**config.mk**
```make
export PLATFORM = sky130hd
export DESIGN_NAME = ram_2p_port_arb
export DESIGN_NICKNAME = d
export VERILOG_FILES = /design/src/rtl/ram_arb_pkg.sv /design/src/rtl/ram_rr_picker.sv /design/src/rtl/ram_2p_port_arb.sv
export SDC_FILE = /design/constraint.sdc
export NUM_CORES = 1
export LEC_CHECK = 0
export BUFFER_PORTS_ARGS = -buffer_cell sky130_fd_sc_hd__buf_2
export CORE_AREA = 2 2 118 120
export DETAILED_ROUTE_END_ITERATION = 12
export DIE_AREA = 0 0 120 122
export PLACE_DENSITY = 0.68
export SYNTH_ARGS = -nofsm -noshare
export SYNTH_HDL_FRONTEND = slang
export SYNTH_SLANG_ARGS = --single-unit
```
**constraint.sdc**
```tcl
create_clock -name clk_i -period 3.7 [get_ports clk_i]
set_input_delay 0.555 -clock clk_i [delete_from_list [all_inputs] [get_ports clk_i]]
set_output_delay 0.555 -clock clk_i [all_outputs]
set_load 0.01 [all_outputs]
```
**src/rtl/ram_arb_pkg.sv**
```systemverilog
// ram_arb_pkg: shared types and defaults for the RAM port-A arbiter
// (ram_2p_port_arb and its round-robin picker).
package ram_arb_pkg;

  // Default WAIT-state watchdog limit (only meaningful with RAM_ARB_TIMEOUT_EN).
  localparam int unsigned TimeoutCyclesDefault = 16;

  // Holding-register field widths sized for the largest supported build:
  // up to 8 requesters, up to 2^16 words, up to 64-bit data.
  localparam int unsigned ArbIdW      = 3;
  localparam int unsigned ArbAwMax    = 16;
  localparam int unsigned ArbWidthMax = 64;

  typedef enum logic [1:0] {
    IDLE  = 2'd0,
    ISSUE = 2'd1,
    WAIT  = 2'd2
  } ram_arb_state_e;

  // Everything needed to drive one RAM transaction and route its response.
  typedef struct packed {
    logic [ArbIdW-1:0]      id;
    logic                   we;
    logic [ArbAwMax-1:0]    addr;
    logic [ArbWidthMax-1:0] wdata;
    logic [ArbWidthMax-1:0] wmask;
  } ram_arb_txn_t;

endpackage

```
**src/rtl/ram_rr_picker.sv**
```systemverilog
// ram_rr_picker: purely combinational round-robin select. Scans requesters
// starting at the index after `last` and wraps, returning a one-hot grant
// and the binary index of the winner (both zero when nothing requests).
module ram_rr_picker
  import ram_arb_pkg::*;
#(
  parameter int unsigned NumReq = 2,
  parameter int unsigned IdxW   = $clog2(NumReq)
) (
  input  logic [NumReq-1:0] req,
  input  logic [IdxW-1:0]   last,
  output logic [NumReq-1:0] gnt,
  output logic [IdxW-1:0]   idx
);

  logic            found_s;
  logic [IdxW-1:0] cand_s;

  // First requesting index after `last`, in wrap-around order, wins.
  always_comb begin
    gnt     = '0;
    idx     = '0;
    found_s = 1'b0;
    cand_s  = '0;
    for (int unsigned i = 1; i <= NumReq; i++) begin
      cand_s = IdxW'((32'(last) + i) % NumReq);
      if (!found_s && req[cand_s]) begin
        found_s     = 1'b1;
        gnt[cand_s] = 1'b1;
        idx         = cand_s;
      end else begin
        found_s = found_s;
      end
    end
  end

endmodule

```
**src/rtl/ram_2p_port_arb.sv**
```systemverilog
// ram_2p_port_arb: shares port A of prim_ram_2p among NumReq requesters.
// One transaction at a time: IDLE (grant) -> ISSUE (AR or AW/W valid) ->
// WAIT (response), with address/data held in a holding register until the
// response so the RAM may sample them late.
// Optional build macro RAM_ARB_TIMEOUT_EN adds a WAIT-state watchdog that
// answers with rsp_err_o=1 after TimeoutCycles WAIT cycles.
module ram_2p_port_arb
  import ram_arb_pkg::*;
#(
  parameter  int unsigned NumReq        = 2,
  parameter  int unsigned Width         = 32,
  parameter  int unsigned Depth         = 128,
  parameter  int unsigned TimeoutCycles = TimeoutCyclesDefault,
  localparam int unsigned Aw            = $clog2(Depth)
) (
  input  logic                     clk_i,
  input  logic                     rst_i,
  input  logic [NumReq-1:0]        req_i,
  output logic [NumReq-1:0]        gnt_o,
  input  logic [NumReq-1:0]        we_i,
  input  logic [NumReq*Aw-1:0]     addr_i,
  input  logic [NumReq*Width-1:0]  wdata_i,
  input  logic [NumReq*Width-1:0]  wmask_i,
  output logic [NumReq-1:0]        rsp_valid_o,
  output logic [Width-1:0]         rsp_rdata_o,
  output logic                     rsp_err_o,
  output logic                     ram_arvalid_o,
  output logic                     ram_awvalid_o,
  output logic                     ram_wvalid_o,
  output logic                     ram_write_o,
  output logic [Aw-1:0]            ram_araddr_o,
  output logic [Aw-1:0]            ram_awaddr_o,
  output logic [Width-1:0]         ram_wdata_o,
  output logic [Width-1:0]         ram_wmask_o,
  output logic                     ram_rready_o,
  output logic                     ram_bready_o,
  input  logic                     ram_rvalid_i,
  input  logic                     ram_bvalid_i,
  input  logic [Width-1:0]         ram_rdata_i
);

  localparam int unsigned IdxW = $clog2(NumReq);

  ram_arb_state_e    state_q, state_d;
  ram_arb_txn_t      txn_q, txn_d;
  logic [IdxW-1:0]   last_q, last_d;

  logic [NumReq-1:0] pick_gnt_s;
  logic [IdxW-1:0]   pick_idx_s;
  logic [Aw-1:0]     sel_addr_s;
  logic [Width-1:0]  sel_wdata_s;
  logic [Width-1:0]  sel_wmask_s;

  logic [NumReq-1:0] gnt_s;
  logic [NumReq-1:0] rsp_valid_s;
  logic [Width-1:0]  rsp_rdata_s;
  logic              rsp_err_s;
  logic              resp_hit_s;
  logic              timeout_hit_s;
  logic              busy_s;
  logic              issue_s;
  logic [IdxW-1:0]   id_s;
  logic              unused_txn_s;

  ram_rr_picker #(
    .NumReq (NumReq),
    .IdxW   (IdxW)
  ) u_picker (
    .req  (req_i),
    .last (last_q),
    .gnt  (pick_gnt_s),
    .idx  (pick_idx_s)
  );

  assign sel_addr_s  = addr_i[pick_idx_s*Aw +: Aw];
  assign sel_wdata_s = wdata_i[pick_idx_s*Width +: Width];
  assign sel_wmask_s = wmask_i[pick_idx_s*Width +: Width];

  assign id_s       = txn_q.id[IdxW-1:0];
  assign resp_hit_s = txn_q.we ? ram_bvalid_i : ram_rvalid_i;
  assign busy_s     = (state_q != IDLE);
  assign issue_s    = (state_q == ISSUE);

`ifdef RAM_ARB_TIMEOUT_EN
  localparam int unsigned CntW = $clog2(TimeoutCycles + 1);

  logic [CntW-1:0] cnt_q, cnt_d;

  // Watchdog: cleared while entering WAIT, counts each WAIT cycle.
  always_comb begin
    cnt_d = cnt_q;
    if (state_q == ISSUE) begin
      cnt_d = '0;
    end else if (state_q == WAIT) begin
      cnt_d = cnt_q + CntW'(1);
    end else begin
      cnt_d = cnt_q;
    end
  end

  // Watchdog counter register.
  always_ff @(posedge clk_i) begin
    if (rst_i) begin
      cnt_q <= '0;
    end else begin
      cnt_q <= cnt_d;
    end
  end

  assign timeout_hit_s = (cnt_q == CntW'(TimeoutCycles));
`else
  localparam int unsigned unused_timeout_cycles = TimeoutCycles;
  assign timeout_hit_s = 1'b0;
`endif

  // Next-state, holding-register capture, grant and response decode.
  always_comb begin
    state_d     = state_q;
    txn_d       = txn_q;
    last_d      = last_q;
    gnt_s       = '0;
    rsp_valid_s = '0;
    rsp_rdata_s = '0;
    rsp_err_s   = 1'b0;
    case (state_q)
      IDLE: begin
        if (|req_i) begin
          gnt_s       = pick_gnt_s;
          txn_d.id    = ArbIdW'(pick_idx_s);
          txn_d.we    = we_i[pick_idx_s];
          txn_d.addr  = ArbAwMax'(sel_addr_s);
          txn_d.wdata = ArbWidthMax'(sel_wdata_s);
          txn_d.wmask = ArbWidthMax'(sel_wmask_s);
          state_d     = ISSUE;
        end else begin
          state_d = IDLE;
        end
      end
      ISSUE: begin
        state_d = WAIT;
      end
      WAIT: begin
        // A matching valid wins over a watchdog expiry in the same cycle.
        if (resp_hit_s) begin
          rsp_valid_s[id_s] = 1'b1;
          rsp_rdata_s       = txn_q.we ? '0 : ram_rdata_i;
          last_d            = id_s;
          state_d           = IDLE;
        end else if (timeout_hit_s) begin
          rsp_valid_s[id_s] = 1'b1;
          rsp_err_s         = 1'b1;
          last_d            = id_s;
          state_d           = IDLE;
        end else begin
          state_d = WAIT;
        end
      end
      default: begin
        state_d = IDLE;
      end
    endcase
  end

  // State, holding register and round-robin pointer.
  always_ff @(posedge clk_i) begin
    if (rst_i) begin
      state_q <= IDLE;
      txn_q   <= '0;
      last_q  <= IdxW'(NumReq - 1);
    end else begin
      state_q <= state_d;
      txn_q   <= txn_d;
      last_q  <= last_d;
    end
  end

  // Grants and responses are suppressed while reset is asserted so nothing
  // is handed out or answered by a transaction that reset is discarding.
  assign gnt_o       = gnt_s & {NumReq{~rst_i}};
  assign rsp_valid_o = rsp_valid_s & {NumReq{~rst_i}};
  assign rsp_rdata_o = rsp_rdata_s & {Width{~rst_i}};
  assign rsp_err_o   = rsp_err_s & ~rst_i;

  assign ram_arvalid_o = issue_s & ~txn_q.we;
  assign ram_awvalid_o = issue_s & txn_q.we;
  assign ram_wvalid_o  = issue_s & txn_q.we;
  assign ram_write_o   = issue_s & txn_q.we;
  assign ram_rready_o  = (state_q == WAIT);
  assign ram_bready_o  = (state_q == WAIT);

  assign ram_araddr_o = busy_s ? txn_q.addr[Aw-1:0] : '0;
  assign ram_awaddr_o = busy_s ? txn_q.addr[Aw-1:0] : '0;
  assign ram_wdata_o  = busy_s ? txn_q.wdata[Width-1:0] : '0;
  assign ram_wmask_o  = busy_s ? txn_q.wmask[Width-1:0] : '0;

  // Holding-register fields are sized for the largest build; the spare
  // upper bits are always zero.
  assign unused_txn_s = ^txn_q;

endmodule

```
# == Word-level counts from Yosys, hierarchy flattened ==
# Index checks and enable logic that the tools add are counted.
# totals
elab_cells,71
in_bits,182
output_inout_bits,121
reg_bits,76
# classes
mux,31
reduce_logical,10
n_lt_le_gt_ge,7
shift,3
n_eq_ne,2
mul,1
bitwise_logic,8
addsub,2
# ops
operator,count
32-bit two-way mux,5
64-bit by 7-bit indexed part select with 32-bit output,2
32-bit bitwise AND,1
1-bit two-way mux,14
2-bit two-way mux,7
14-bit by 5-bit indexed part select with 7-bit output,1
"1-bit by 2-bit less-than comparator with 1-bit output, second input constant",4
7-bit two-way mux,1
2-bit case mux with 3 select lines,1
2-bit bitwise AND,2
1-bit logical AND,4
"1-bit by 3-bit multiplier with 4-bit output, second input constant",1
2-bit AND reduction,2
1-bit demux with 1-bit select,3
"1-bit >= comparator, second input constant",3
"1-bit adder, second input constant",2
1-bit bitwise AND,2
"2-bit by 1-bit == test with 1-bit output, second input constant",1
"2-bit == test, second input constant",1
2-bit zero test,1
1-bit NOT,2
2-bit OR,1
2-bit nonzero test,1
2-bit OR reduction,1
1-bit zero test,1

# == Depth between registers and ports, before layout ==
# depth
word_depth,11
ltp_mapped,6
ltp_nobuf,4

# == By module ==
# Synthesis repeated with hierarchy kept, for this count alone.
# unflattened
hier_cells,489
area_unflattened_um2,4700.8
# modules_own_cells
module,instances,seq_area_each_um2,area_each_um2,cells_per_inst
ram_2p_port_arb,1,1521.5,4674.5,485
ram_rr_picker,1,0.0,26.3,4

# == Worst setup path before layout ==
# Ideal clock, no wire load.
# synth_path
path_type,in2out
start,input port rst_i
end,output port gnt_o[1]
path_buffers,3
path_slack_ns,1.762
t_required_ns,3.145
t_arrival_ns,1.383
stages,6
cell_sequence,inv_1 -> buf_2 -> o211ai_1 -> buf_2 -> buf_2 -> nor2_1
# synth_between
elab_chain_len,2
# synth_lines
element,line,rtl
from (decl),ram_2p_port_arb.sv:17,"input logic rst_i,"
1-bit NOT,ram_2p_port_arb.sv:179,assign gnt_o = gnt_s & {NumReq{~rst_i}};
2-bit bitwise AND,ram_2p_port_arb.sv:179,
to (decl),ram_2p_port_arb.sv:19,"output logic [NumReq-1:0] gnt_o,"
# No other way between the ends.

# == Final worst setup path ==
# layout_path
start,register state_q[1]
end,output port gnt_o[1]
# layout_between
elab_chain_len,3
# layout_lines
element,line,rtl
from (decl),ram_2p_port_arb.sv:44,"ram_arb_state_e state_q, state_d;"
from (signal assigned),ram_2p_port_arb.sv:171,state_q <= state_d;
2-bit zero test,ram_2p_port_arb.sv:125,case (state_q)
2-bit two-way mux,ram_2p_port_arb.sv:125,
2-bit bitwise AND,ram_2p_port_arb.sv:179,
# No other way between the ends.

==> key figures <==
Run status
  – Status: completed

Floorplan
  – Die area: 14600 um2
  – Die X: 120 um
  – Die height: about 120 um
  – Starting Density: 30.0%
  – # rows: 43
  – I/O Pins: just over 300
  – Core area: approximately 14000 um2

Drt
  – DR pass1 iterations: 4
  – Number of remaining DRC errors: 0
  – 1st-iter DRT viols: roughly 190
  – Post-route ant nets: 0
  – Routed via count: about 4400
  – Final WL: roughly 14000 um
  – DR WL/cell: approximately 15 um
  – Via density per instance: approximately 4.7

Min path
  – Hold Crit Class: reg2reg

Timing
  – Rel. slew slack: between 40% and 50%
  – Final Critical Period: between 2 and 2.5 ns
  – Period Utilization, post-route: between 60% and 70%
  – Final Hold Viols: 0
  – Max Slew Vio Count: 0
  – Fin Setup TNS: 0 ns
  – Clk_skew: between 0.007 and 0.008 ns
  – Min Hold Slack: between 0.4 and 0.5 ns
  – Worst Tran Pin Value: 0.778 ns
  – Top achievable clock speed: 407 MHz
  – Setup violators final: 0
  – RSZ-0062 raised after global routing: false

Setup path
  – Crit path launch type: flip-flop
  – Setup Crit Path Kind: reg2out
  – Crit-path max FO: 22
  – Slowest stage cell, crit path: nor2_4
  – CP endpoint kind: output port
  – Biggest cell delay along the critical path: between 0.5 and 0.6 ns
  – CP Data Arrival Time: approximately 1.9 ns
  – WP data required: 3.14 ns
  – Crit-path cells: nor2_4 -> o211ai_1 -> nor2_1 -> buf_2

Synthesis
  – Share of the synthesized area in the top cell type: 37.5%
  – Mapped Area: roughly 4100 um2
  – Async S/R FF share, synth: 0%
  – Sequential area share after synthesis: between 30% and 40%
  – Number of synthesized flops with an enable pin: 0
  – Warnings from Yosys: 0
  – Mapped Cells: 490
  – Synth area leaders: dfxtp_1, nand2_1, nor2b_1, a32oi_1, mux2i_1
  – Predominant post-synthesis flop cell: dfxtp_1
  – FF+latch count, synth: 76
  – Synth area leader: dfxtp_1
  – Synth cell count leaders: nand2_1, dfxtp_1, nor2b_1, a32oi_1, and2_1
  – Post-synth cell types: 31
  – Syn_nets: between 600 and 700
  – Syn_area_per_cell: between 8 and 9 um2
  – Top-count cell post-synth: nand2_1

Clocking
  – Post_cts resized: 0
  – Clock latency on the worst-skew pair: between 0.3 and 0.4 ns
  – CTS HTree Levels: 3
  – Clk slew on worst S/H paths: approximately 0.060 ns
  – CTS tree: built
  – Postcts setup bufs: 0
  – Number of hold buffers added after cts: 0
  – CTS root buf: clkbuf_16
  – Number of buffers created by CTS: 9
  – Clock Tree Buf Depth: 2
  – # clock sinks: between 70 and 80

Pwr
  – P_leak: 2.97 nW
  – Peak VDD IR: 0.145 mV
  – PD cells: slightly above 400 nW/um2

Cells and area
  – Nets: about 940
  – Fin cells: 944
  – Synthesis-to-layout area growth: 45.5%
  – Filler instances: between 1000 and 1500
  – Final instance area: approximately 5900 um2
  – Share of post-route cells with drive strength above 1: between 40 and 50%

Place
  – Number of buffers added on ports: about 300
  – Placed insts: between 900 and 1000
  – Hpwl dp: around 11000 um
  – Post-DP Area: 5590 um2
  – Placer Congestion: 0.811

Global routing
  – Largest net degree at the start of global routing: 53
  – Remaining Overflow, GRT: 0
  – Vias in the first global route: ~4200
  – Initial antenna violation count: 2
  – Total track usage: between 10% and 20%
  – First-pass GRT wire length: 20700 um

Job
  – Max Cap Violations: 0
==> logic make-up after synthesis <==
family                 share of synthesized area [%]
AO/OA/AOI/OAI                                   17.4
flip-flops                                      37.5
buffers and inverters                           7.71
multiplexers                                    7.68
AND/OR/NAND/NOR                                 29.6
other                                         0.0924
==> worst paths after layout <==
path                   start          to  slack [ns]  cells past startpoint
setup / recovery  state_q[1]    gnt_o[1]        1.24                      4
hold / removal    txn_q[132]  txn_q[132]        0.44                      2
setup reg to reg  state_q[1]   txn_q[27]        1.89                      3
hold reg to reg   txn_q[132]  txn_q[132]        0.44                      2
==> state kept, by name (all words and copies together) (netlist names) <==
name and count:
id_s 1, last_q 1, state_q 2, txn_q 72
==> layer usage <==
metal  GRT usage (%)  vias to the layer above  routed length (um)
met5               0                        -                   0
met4            9.41                        0                 477
met3            4.12                       31                 969
met2            34.8                      199                7240
met1            19.1                     1987                5380
li1                -                     2201                   -
==> final cells by class <==
cell class / count / area (um2) / area share [%]
Multi-Input combinational cell: 355 / 2240 / 38.0
Timing Repair Buffer: 310 / 1590 / 26.9
Sequential cell: 76 / 1520 / 25.8
Clock buffer: 12 / 256 / 4.35
Tap cell: 180 / 225 / 3.82
Clock inverter: 4 / 47.5 / 0.806
Inverter: 5 / 18.8 / 0.318
Antenna cell: 2 / 5.00 / 0.0848
==> cells in the final DEF (no fill, tap or decap) <==
cell	n
a22o_1	1
mux2i_1	30
o21ai_0	1
o31a_1	1
nor2_4	1
clkbuf_16	9
a32oi_1	42
clkinv_2	2
clkbuf_8	2
mux2_2	1
o2bb2ai_1	30
nand2b_1	2
bufinv_16	1
buf_4	8
clkinvlp_4	1
nand2_1	127
a21bo_2	1
inv_2	2
buf_12	1
conb_1	1
a21boi_4	1
nor3_1	1
diode_2	2
dfxtp_1	76
nor3b_1	1
a311o_1	1
and4_4	1
and2_1	33
nor2b_1	71
clkbuf_1	1
nor3_4	1
o211ai_1	1
buf_2	301
o2111a_1	1
nor2_1	4
a21boi_0	1
inv_1	3
==> per-stage QoR <==
step | power (mW) | setup slack [ns] | util (%)
floorplan | 1.34 | 1.76 | -
global placement | 1.58 | 1.37 | 41.4
detailed placement | 1.58 | 1.31 | 41.4
CTS | 2.49 | 1.18 | 43.7
global route | 2.59 | 1.06 | 43.7
finish | 2.45 | 1.24 | 43.7
==> worst max-delay path: cells and delay by family, from the launching register on <==
| kind | cells | cell delay [ns] |
|---|---|---|
| simple gates | 2 | 0.77 |
| flops | 1 | 0.38 |
| compound gates | 1 | 0.24 |
| buf+inv | 1 | 0.18 |
==> report_power, final <==
group          total (mW)  internal [mW]  switching [mW]
Clock               0.893          0.557           0.336
Combinational       0.577          0.261           0.315
Sequential          0.983          0.929          0.0538
Total                2.45           1.75           0.705
No activity file was read; power rests on OpenSTA's default activity.
